**src/rtl/axi_wr_arbiter_2to1.sv**
```systemverilog
// Two-master, one-slave AXI4 write-channel (AW/W/B) round-robin arbiter.
// One transaction at a time; slave WLAST is regenerated from an internal beat counter.
module axi_wr_arbiter_2to1 #(
  parameter  int ID_W   = 4,
  parameter  int ADDR_W = 32,
  parameter  int LEN_W  = 8,
  parameter  int DATA_W = 32,
  localparam int AW_W   = ID_W + ADDR_W + LEN_W + 2,
  localparam int W_W    = DATA_W + DATA_W / 8
) (
  input  logic              clk,
  input  logic              rstn,
  input  logic [2*AW_W-1:0] m_aw_payload,
  input  logic [1:0]        m_awvalid,
  output logic [1:0]        m_awready,
  input  logic [2*W_W-1:0]  m_w_payload,
  input  logic [1:0]        m_wlast,
  input  logic [1:0]        m_wvalid,
  output logic [1:0]        m_wready,
  output logic [2*ID_W-1:0] m_bid,
  output logic [3:0]        m_bresp,
  output logic [1:0]        m_bvalid,
  input  logic [1:0]        m_bready,
  output logic [AW_W-1:0]   s_aw_payload,
  output logic              s_awvalid,
  input  logic              s_awready,
  output logic [W_W-1:0]    s_w_payload,
  output logic              s_wlast,
  output logic              s_wvalid,
  input  logic              s_wready,
  input  logic [ID_W-1:0]   s_bid,
  input  logic [1:0]        s_bresp,
  input  logic              s_bvalid,
  output logic              s_bready,
  output logic              grant,
  output logic              busy,
  output logic              wlast_err
);

  typedef enum logic [1:0] {ST_IDLE, ST_AW, ST_W, ST_B} state_t;

  state_t             state, state_nxt;
  logic               prio;
  logic [LEN_W-1:0]   beat_cnt;
  logic [AW_W-1:0]    aw_sel;
  logic [W_W-1:0]     w_sel;
  logic [LEN_W-1:0]   awlen_sel;
  logic               last_beat;
  logic               aw_hs, w_hs, b_hs;

  assign aw_sel    = grant ? m_aw_payload[AW_W +: AW_W] : m_aw_payload[0 +: AW_W];
  assign w_sel     = grant ? m_w_payload[W_W +: W_W]    : m_w_payload[0 +: W_W];
  assign awlen_sel = aw_sel[2 +: LEN_W];
  assign last_beat = (beat_cnt == '0);

  assign aw_hs = (state == ST_AW) && s_awvalid && s_awready;
  assign w_hs  = (state == ST_W)  && s_wvalid  && s_wready;
  assign b_hs  = (state == ST_B)  && s_bvalid  && s_bready;

  always_ff @(posedge clk or negedge rstn) begin
    if (!rstn) state <= ST_IDLE;
    else       state <= state_nxt;
  end

  // Grant is captured on the IDLE exit edge and held until the next IDLE exit.
  always_ff @(posedge clk or negedge rstn) begin
    if (!rstn) begin
      prio      <= 1'b0;
      grant     <= 1'b0;
      beat_cnt  <= '0;
      wlast_err <= 1'b0;
    end else begin
      if (state == ST_IDLE && |m_awvalid)
        grant <= m_awvalid[prio] ? prio : ~prio;
      if (aw_hs)
        beat_cnt <= awlen_sel;
      else if (w_hs && !last_beat)
        beat_cnt <= beat_cnt - 1'b1;
      wlast_err <= w_hs && (m_wlast[grant] != last_beat);
      if (b_hs)
        prio <= ~grant;
    end
  end

  always_comb begin
    state_nxt = state;
    case (state)
      ST_IDLE: if (|m_awvalid)         state_nxt = ST_AW;
      ST_AW:   if (aw_hs)              state_nxt = ST_W;
      ST_W:    if (w_hs && last_beat)  state_nxt = ST_B;
      ST_B:    if (b_hs)               state_nxt = ST_IDLE;
      default:                         state_nxt = ST_IDLE;
    endcase
  end

  always_comb begin
    m_awready    = '0;
    m_wready     = '0;
    m_bvalid     = '0;
    s_awvalid    = 1'b0;
    s_wvalid     = 1'b0;
    s_wlast      = 1'b0;
    s_bready     = 1'b0;
    s_aw_payload = aw_sel;
    s_w_payload  = w_sel;
    m_bid        = {2{s_bid}};
    m_bresp      = {2{s_bresp}};
    busy         = (state != ST_IDLE);
    case (state)
      ST_AW: begin
        s_awvalid        = m_awvalid[grant];
        m_awready[grant] = s_awready;
      end
      ST_W: begin
        s_wvalid        = m_wvalid[grant];
        m_wready[grant] = s_wready;
        s_wlast         = last_beat;
      end
      ST_B: begin
        m_bvalid[grant] = s_bvalid;
        s_bready        = m_bready[grant];
      end
      default: ;
    endcase
  end

endmodule
```
**config.mk**
```make
export PLATFORM = sky130hd
export DESIGN_NAME = axi_wr_arbiter_2to1
export DESIGN_NICKNAME = d
export VERILOG_FILES = /design/src/rtl/axi_wr_arbiter_2to1.sv
export SDC_FILE = /design/constraint.sdc
export NUM_CORES = 1
export LEC_CHECK = 0
export CAP_MARGIN = 20
export CELL_PAD_IN_SITES_DETAIL_PLACEMENT = 2
export CELL_PAD_IN_SITES_GLOBAL_PLACEMENT = 2
export CORE_MARGIN = 4
export CORE_UTILIZATION = 12
export CTS_CLUSTER_DIAMETER = 120
export DETAILED_ROUTE_END_ITERATION = 10
export PLACE_DENSITY_LB_ADDON = 0.1
export SYNTH_ARGS = -nofsm -noshare
export SYNTH_HDL_FRONTEND = slang
export SYNTH_SLANG_ARGS = --single-unit
```
**constraint.sdc**
```tcl
create_clock -name clk -period 6.3 [get_ports clk]
set_input_delay 1.575 -clock clk [delete_from_list [all_inputs] [get_ports clk]]
set_output_delay 1.575 -clock clk [all_outputs]
set_load 0.005 [all_outputs]
```
==> results by group, run 1 <==
STA
  – Maximum clock frequency: 206 MHz
  – Final Hold Fails: 0
  – Max transition margin: 0.376
  – Slew @ Worst Pin: 0.909 ns
  – Final TNS setup: 0 ns
  – Final period utilization: 0.771
  – RSZ-0062 raised after global routing: false
  – Slew Limit Fails: 0
  – Setup Viol. Count Final: 0
  – Final Skew: 0.00109 ns
  – Fin crit period: 4.86 ns

Final layout
  – Commonest non-fill, non-tap cell in the layout: clkdlybuf4s50_1
  – Fill cell count: 1,849
  – Area Overhead vs Synth: 142%
  – Share of cells above drive strength 1: 0.204
  – Most frequent cells in the layout: clkdlybuf4s50_1 (271), mux2_2 (84), dfrtp_1 (12), nand2_1 (11), nor2_1 (11)
  – # diodes: 0
  – Final net count: 661
  – Sequential cell area: 329 um2
  – Area of the multi-input gates: 1560 um2

Clocking
  – CTS tree: done
  – Hold-fix buffers, CTS: 0
  – CTS H-tree depth: 1
  – Worst-case clock buffer depth: 2
  – CTS Root Cell: clkbuf_16
  – Post-CTS sizing: 0
  – Clock latency on the worst-skew pair: 0.24 ns
  – CTS Buf Count: 3
  – Post-CTS Setup Bufs: 0
  – CTS Sinks: 13
  – Clock Pin Slew Worst Setup and Hold Paths: 0.05 ns

Flow run
  – Maxcap violations: 0

Placed design
  – Port buffer count: 271
  – HPWL after detailed placement: 10.8 mm
  – Global placer's final weighted congestion: 0.813

Setup path
  – Setup Crit Path Kind: input port to primary output
  – Critical Path Sink Type: primary output
  – Startpoint types: input port
  – Worst Path Required: 4.72 ns
  – Arrival @ worst endpoint: 3.28 ns
  – Critical path fanouts, max: 9
  – FF-to-FF path depth: 4

Die
  – Die Y: 139 um
  – Die span in x: 139 um
  – Starting Density: 0.123
  – Site Rows: 47
  – Core ar.: 16,800 um2
  – Ports: 290
  – Die area: 19,400 um2

Logic synthesis
  – Yosys reg bits: 13
  – Post-Syn Area: 2070 um2
  – Cell variety after synth: 39
  – Synthesized area per cell: 9.49 um2
  – FFs w/ async S/R, synth: 1.00
  – Sequential cell area fraction in the yosys report: 0.157
  – Warnings, synthesis: 0
  – Main synth FF type: dfrtp_1
  – Cells after synthesis: 218
  – Syn nets: 408
  – Post-synth EDFFs: 0

Pwr
  – Max IR drop VDD: 84.6 uV
  – PwrDens: 286 nW/um2
  – Total Power: 1.43 mW
  – Lkg Pwr: 1.84 nW

Routing
  – WL per Instance: 18.1 um
  – Detailed Routing Iterations Pass 1: 4
  – Detailed-route via count: 2,735
  – Starting DRC count in detailed routing: 45
  – Vias per cell: 3.96
  – Antenna violation net count after detailed routing: 0
  – DR DRC count: 0
  – Routed Wire Length: 12.5 mm

Hold path
  – Hold path cells: 1
  – Min-delay worst type: register to register

Global routing
  – Initial antenna violation count: 0
  – Overflow after GRT: 0
  – First-pass GRT wire length: 19.0 mm
  – Largest net degree at the start of global routing: 60
  – Tot GR Track Use: 0.123
  – Vias in the first global route: 3,053

Status
  – Status: finished clean
critical path: stages:
cell	delay, ns
clkdlybuf4s50_1	0.40
mux2i_1	0.71
nor2b_1	0.10
clkdlybuf4s50_1	0.49
worst paths after layout:
| path | start | slack [ns] | endpoint |
|---|---|---|---|
| worst max-delay path | m_wvalid[1] | 1.44 | s_wvalid |
| worst min-delay path | state[1] | 0.58 | state[1] |
| worst max register to register | grant | 3.74 | state[1] |
| worst min register to register | state[1] | 0.58 | state[1] |
| max in group asynchronous | rstn | 4.06 | grant |
| min in group asynchronous | rstn | 1.74 | wlast_err |
sequential cells by signal (all words and copies together) (netlist names):
name / count
state: 2
grant: 1
prio: 1
wlast_err: 1
beat_cnt: 8
area by class of cell:
| class | instances | share of cell area |
|---|---|---|
| clock buffers | 3 | 0.0150 |
| clock inverters | 1 | 0.00100 |
| inverters | 9 | 0.00676 |
| multi-input cells | 172 | 0.312 |
| flip-flops and latches | 13 | 0.0658 |
| well taps | 220 | 0.0551 |
| repair buffers | 272 | 0.544 |
power by group:
| part | internal [mW] | total (mW) | switching (mW) |
|---|---|---|---|
| combinational | 0.700 | 1.07 | 0.375 |
| sequential | 0.121 | 0.232 | 0.111 |
| clock | 0.0845 | 0.121 | 0.0363 |
| total | 0.906 | 1.43 | 0.521 |
cell families (layout without fill, tap and decap cells):
group                      Yosys count  count (layout)  synth area share
muxes                               92              92             0.498
adders and majority gates            7               7            0.0423
AOI/OAI and AO/OA                   22              22            0.0822
and+or+nand+nor                     48              48             0.119
DFF                                 13              13             0.157
buffers and inverters               33             285            0.0883
xor gates and xnor gates             3               3            0.0127
cells in the mapped netlist, types with 2 or more instances:
library cell   n  area, um2
a211oi_1       2       15.0
a21oi_1        4       20.0
a31oi_1        3       18.8
and2_1         3       18.8
buf_1          2       7.51
buf_2          5       25.0
buf_4         12       90.1
clkbuf_1       4       15.0
dfrtp_1       13        325
ha_1           7       87.6
inv_1          9       33.8
mux2_2        84        946
mux2i_1        7       70.1
nand2_1       11       41.3
nand3_1        5       25.0
nor2_1        11       41.3
nor2b_1        3       18.8
nor3_1         3       15.0
nor4_1         3       18.8
o21ai_0        2       10.0
o21ai_1        4       20.0
or3_1          2       12.5
or4_1          2       15.0
xnor2_1        2       17.5
layer usage:
metal,vias to the layer above,part of all wire,GRT usage
li1,1290,-,-
met1,1257,0.40,0.139
met2,182,0.50,0.225
met3,6,0.088,0.0408
met4,0,0.011,0.0227
met5,-,0,0
per-stage QoR:
stage          hold WS, ns  utilization  area [um2]  setup WS (ns)  cells
4_1_cts              0.591        0.298        5000           1.44    690
3_5_place_dp         0.579        0.294        4920           1.48    686
2_1_floorplan        0.500            -        2070           2.53    218
3_3_place_gp         0.552        0.294        4920           1.53    686
6_report             0.576        0.298        5000           1.44    690
5_1_grt              0.601        0.298        5000           1.30    690
No activity file was read; power rests on OpenSTA's default activity.
==> run 2: changes to the inputs <==
Settings changed: CORE_UTILIZATION 12 to 10.
Clock period 6.3 ns to 4.45 ns, I/O delays scaled along.
==> results by group, run 2 (synthesis gave the netlist of run 1 again) <==
Setup path
  – Worst flop-to-flop path endpoint: beat_cnt[4]
  – Arrival @ worst endpoint: 2.80 ns
  – FF-to-FF Start: grant
  – R2R setup slack: 1.96 ns
  – Worst Path Required: 3.34 ns
  – Critical Path Sink Type: primary output
  – Setup Crit Path Kind: input port to primary output
  – Critical path fanouts, max: 9
  – Startpoint types: input port
  – FF-to-FF path depth: 4

Routing
  – Antenna violation net count after detailed routing: 0
  – DR DRC count: 0
  – Detailed-route via count: 2,753
  – WL per Instance: 16.9 um
  – Detailed Routing Iterations Pass 1: 3
  – Vias per cell: 3.72
  – Starting DRC count in detailed routing: 43
  – Routed Wire Length: 12.5 mm

Hold path
  – Hold path cells: 1
  – Min-delay worst type: register to register
  – Hold_sp: state[1]
  – Hold endpoint: state[1]

Die
  – Starting Density: 0.102
  – Ports: 290
  – Die span in x: 152 um
  – Core ar.: 20,300 um2
  – Site Rows: 52
  – Die Y: 152 um
  – Die area: 23,100 um2

Final layout
  – Share of cells above drive strength 1: 0.204
  – Fill cell count: 2,332
  – Final Non-Filler Cells: 741
  – Sequential cell area: 329 um2
  – Largest reg by FF count: beat_cnt
  – Cell area after layout: 5080 um2
  – Commonest non-fill, non-tap cell in the layout: clkdlybuf4s50_1
  – Area of the multi-input gates: 1560 um2
  – Most frequent cells in the layout: clkdlybuf4s50_1 (271), mux2_2 (84), dfrtp_1 (12), nand2_1 (11), nor2_1 (11)
  – Final net count: 662
  – # diodes: 0
  – Largest register FFs: 8
  – Largest registers: beat_cnt x8, state x2
  – Area Overhead vs Synth: 146%

STA
  – Maximum clock frequency: 255 MHz
  – Final TNS setup: 0 ns
  – Setup Viol. Count Final: 0
  – Final Hold Fails: 0
  – Final period utilization: 0.880
  – RSZ-0062 raised after global routing: false
  – Final Skew: 0.00375 ns
  – Fin crit period: 3.92 ns
  – Slew @ Worst Pin: 0.900 ns
  – Slew Limit Fails: 0
  – Max transition margin: 0.383

Flow run
  – Maxcap violations: 0

Global routing
  – Overflow after GRT: 0
  – Initial antenna violation count: 0
  – First-pass GRT wire length: 19.2 mm
  – Largest net degree at the start of global routing: 50
  – Tot GR Track Use: 0.104
  – Vias in the first global route: 3,124

Pwr
  – PwrDens: 398 nW/um2
  – Total Power: 2.02 mW
  – Lkg Pwr: 1.85 nW
  – Max IR drop VDD: 157 uV

Clocking
  – Clock latency on the worst-skew pair: 0.24 ns
  – CTS Root Cell: clkbuf_16
  – Clock Pin Slew Worst Setup and Hold Paths: 0.05 ns
  – Hold-fix buffers, CTS: 0
  – CTS Buf Count: 3
  – CTS Sinks: 13
  – Worst-case clock buffer depth: 2
  – CTS tree: done
  – CTS H-tree depth: 1
  – Post-CTS sizing: 0
  – Post-CTS Setup Bufs: 0

Placed design
  – Global placer's final weighted congestion: 0.758
  – Placed cell area: 5000 um2
  – Port buffer count: 271
  – Placed cells: 737
  – HPWL after detailed placement: 10.8 mm

Status
  – Status: finished clean
==> run 2: cell types whose count changed in the layout (fill, tap and decap cells not counted) <==
cell / before / now
buf_12: 0 / 1
clkbuf_1: 0 / 1
clkinv_2: 1 / 0
==> run 2: power by group <==
| group | internal, mW | switching, mW |
|---|---|---|
| clock network | 0.121 | 0.0531 |
| registers | 0.172 | 0.148 |
| logic | 1.00 | 0.528 |
| total | 1.29 | 0.730 |
==> run 2: area by class of cell <==
class / instances / area share
multi-input cells: 172 / 0.307
flip-flops and latches: 13 / 0.0648
repair buffers: 273 / 0.539
clock buffers: 4 / 0.0155
well taps: 270 / 0.0665
inverters: 9 / 0.00665
==> run 2: worst max-delay path by stage <==
stage               depth (start not counted)        to        start  slack (ns)
finish                                      4  s_wvalid  m_wvalid[1]        0.53
global route                                4  s_wvalid  m_wvalid[1]        0.37
CTS                                         4  s_wvalid  m_wvalid[1]        0.52
detailed placement                          4  s_wvalid  m_wvalid[1]        0.51
global placement                            4  s_wvalid  m_wvalid[1]        0.57
floorplan                                   2  s_wvalid  m_wvalid[1]        1.61
==> run 2: metrics by stage <==
stage | hold WS [ns] | utilization | setup slack (ns)
finish | 0.580 | 0.250 | 0.535
global route | 0.621 | 0.250 | 0.374
CTS | 0.597 | 0.250 | 0.519
detailed placement | 0.577 | 0.246 | 0.511
global placement | 0.549 | 0.246 | 0.567
floorplan | 0.500 | - | 1.61
==> run 2: critical path, cell delays in order <==
cell	delay, ns
clkdlybuf4s50_1	0.39
mux2i_1	0.71
nor2b_1	0.10
clkdlybuf4s50_1	0.49
==> run 2: layer usage <==
| metal | vias up | wire length (um) | track usage |
|---|---|---|---|
| li1 | 1290 | - | - |
| met1 | 1281 | 5370 | 0.126 |
| met2 | 177 | 5990 | 0.180 |
| met3 | 5 | 1130 | 0.0412 |
| met4 | 0 | 45 | 0.00728 |
| met5 | - | 0 | 0 |
==> run 3: changes to the inputs <==
Settings changed: REMOVE_ABC_BUFFERS set to 1, SETUP_SLACK_MARGIN set to 0.4, TNS_END_PERCENT set to 50.
==> results by group, run 3 (synthesis gave the netlist of run 1 again) <==
Status
  – Status: finished clean

Setup path
  – CP dominant cell by count: clkdlybuf4s50_1
  – CP max stage delay: 0.67 ns
  – Critical path's top delay family: buffers and inverters
  – Critical Path Sink Type: primary output
  – Critical path fanouts, max: 9
  – Setup Crit Path Kind: input port to primary output
  – FF-to-FF path depth: 4
  – Startpoint types: input port
  – Crit path buf inv count: 2
  – Arrival @ worst endpoint: 2.77 ns
  – CP max-delay cell: mux2i_1
  – R2R setup slack: 2.01 ns
  – FF-to-FF Start: grant
  – Worst Path Required: 3.34 ns
  – Worst flop-to-flop path endpoint: state[1]
  – Cells along the critical path: clkdlybuf4s50_1 -> mux2i_1 -> nor2b_1 -> clkdlybuf4s50_1

STA
  – Final Hold Fails: 0
  – Setup Viol. Count Final: 0
  – Final period utilization: 0.872
  – Final Skew: 0.00203 ns
  – Final TNS setup: 0 ns
  – Slew @ Worst Pin: 0.840 ns
  – Max transition margin: 0.424
  – Maximum clock frequency: 258 MHz
  – Fin crit period: 3.88 ns
  – Slew Limit Fails: 0
  – Hold_ws: 0.571 ns
  – RSZ-0062 raised after global routing: false

Clocking
  – CTS H-tree depth: 1
  – Hold-fix buffers, CTS: 0
  – Post-CTS sizing: 0
  – Worst-case clock buffer depth: 2
  – Clock latency on the worst-skew pair: 0.24 ns
  – CTS Sinks: 13
  – CTS Buf Count: 3
  – CTS tree: done
  – CTS Root Cell: clkbuf_16
  – Clock Pin Slew Worst Setup and Hold Paths: 0.05 ns
  – Post-CTS Setup Bufs: 0

Routing
  – WL per Instance: 22.5 um
  – Detailed Routing Iterations Pass 1: 4
  – DR DRC count: 0
  – Starting DRC count in detailed routing: 63
  – Vias per cell: 3.73
  – Detailed-route via count: 2,760
  – Antenna violation net count after detailed routing: 0
  – Routed Wire Length: 16.7 mm

Die
  – Starting Density: 0.102
  – Ports: 290
  – Die span in x: 152 um
  – Site Rows: 52
  – Die Y: 152 um
  – Core ar.: 20,300 um2
  – Die area: 23,100 um2

Pwr
  – Max IR drop VDD: 177 uV
  – Total Power: 2.08 mW
  – Lkg Pwr: 1.84 nW
  – PwrDens: 410 nW/um2

Global routing
  – First-pass GRT wire length: 23.6 mm
  – Initial antenna violation count: 6
  – Tot GR Track Use: 0.137
  – Vias in the first global route: 2,936
  – Largest net degree at the start of global routing: 48
  – Overflow after GRT: 0

Final layout
  – # diodes: 0
  – Final Non-Filler Cells: 740
  – Most frequent cells in the layout: clkdlybuf4s50_1 (271), mux2_2 (84), dfrtp_1 (12), nand2_1 (11), nor2_1 (11)
  – Final net count: 661
  – Largest reg by FF count: beat_cnt
  – Largest registers: beat_cnt x8, state x2
  – Largest register FFs: 8
  – Share of cells above drive strength 1: 0.202
  – Layout Utilization: 0.250
  – Fill cell count: 2,274
  – Commonest non-fill, non-tap cell in the layout: clkdlybuf4s50_1
  – Area Overhead vs Synth: 145%

Hold path
  – Hold path cells: 2
  – Hold_sp: prio
  – Min-delay worst type: register to register
  – Hold endpoint: prio

Flow run
  – Maxcap violations: 0

Placed design
  – Global placer's final weighted congestion: 0.828
  – Port buffer count: 271
  – HPWL after detailed placement: 14.8 mm
  – Placed cells: 736
run 3: cell count changes in the layout (fill, tap and decap cells not counted):
cell | before | now
buf_4 | 1 | 0
run 3: stage by stage:
step	setup slack (ns)	area (um2)
floorplan	0.232	1920
global placement	0.601	4990
detailed placement	0.571	4990
CTS	0.536	5070
global route	0.431	5070
finish	0.569	5070
run 3: how the worst max path moves through the flow:
stage,start,to,slack [ns],depth (start not counted)
floorplan,grant,s_wvalid,0.23,2
global route,m_wvalid[1],s_wvalid,0.43,4
global placement,m_wvalid[1],s_wvalid,0.60,4
detailed placement,m_wvalid[1],s_wvalid,0.57,4
finish,m_wvalid[1],s_wvalid,0.57,4
CTS,m_wvalid[1],s_wvalid,0.54,4
run 3: worst min-delay path, cell delays in order (launching register included):
cell and delay (ns):
dfrtp_1 0.37, a31oi_1 0.06, nor2_1 0.10
run 3: metal layers:
layer	vias to the layer above	track usage	part of all wire
met2	144	0.233	0.48
met4	12	0.0141	0.0050
met1	1299	0.168	0.43
met5	-	0	0.0057
li1	1288	-	-
met3	17	0.0592	0.085
run 3: final cells by class:
cell class,instances,area (um2),area share
clock buffer,4,78.8,0.0155
inverter,9,33.8,0.00666
sequential,13,329,0.0649
timing repair buffer,272,2730,0.539
tap,270,338,0.0666
multi-input combinational,172,1560,0.308
run 3: report_power, final:
part           switching [mW]  leakage, nW  internal [mW]  total [mW]
combinational           0.587         1.65           1.00        1.59
sequential              0.143        0.155          0.172       0.315
clock                  0.0536       0.0382          0.121       0.175
total                   0.784         1.84           1.30        2.08
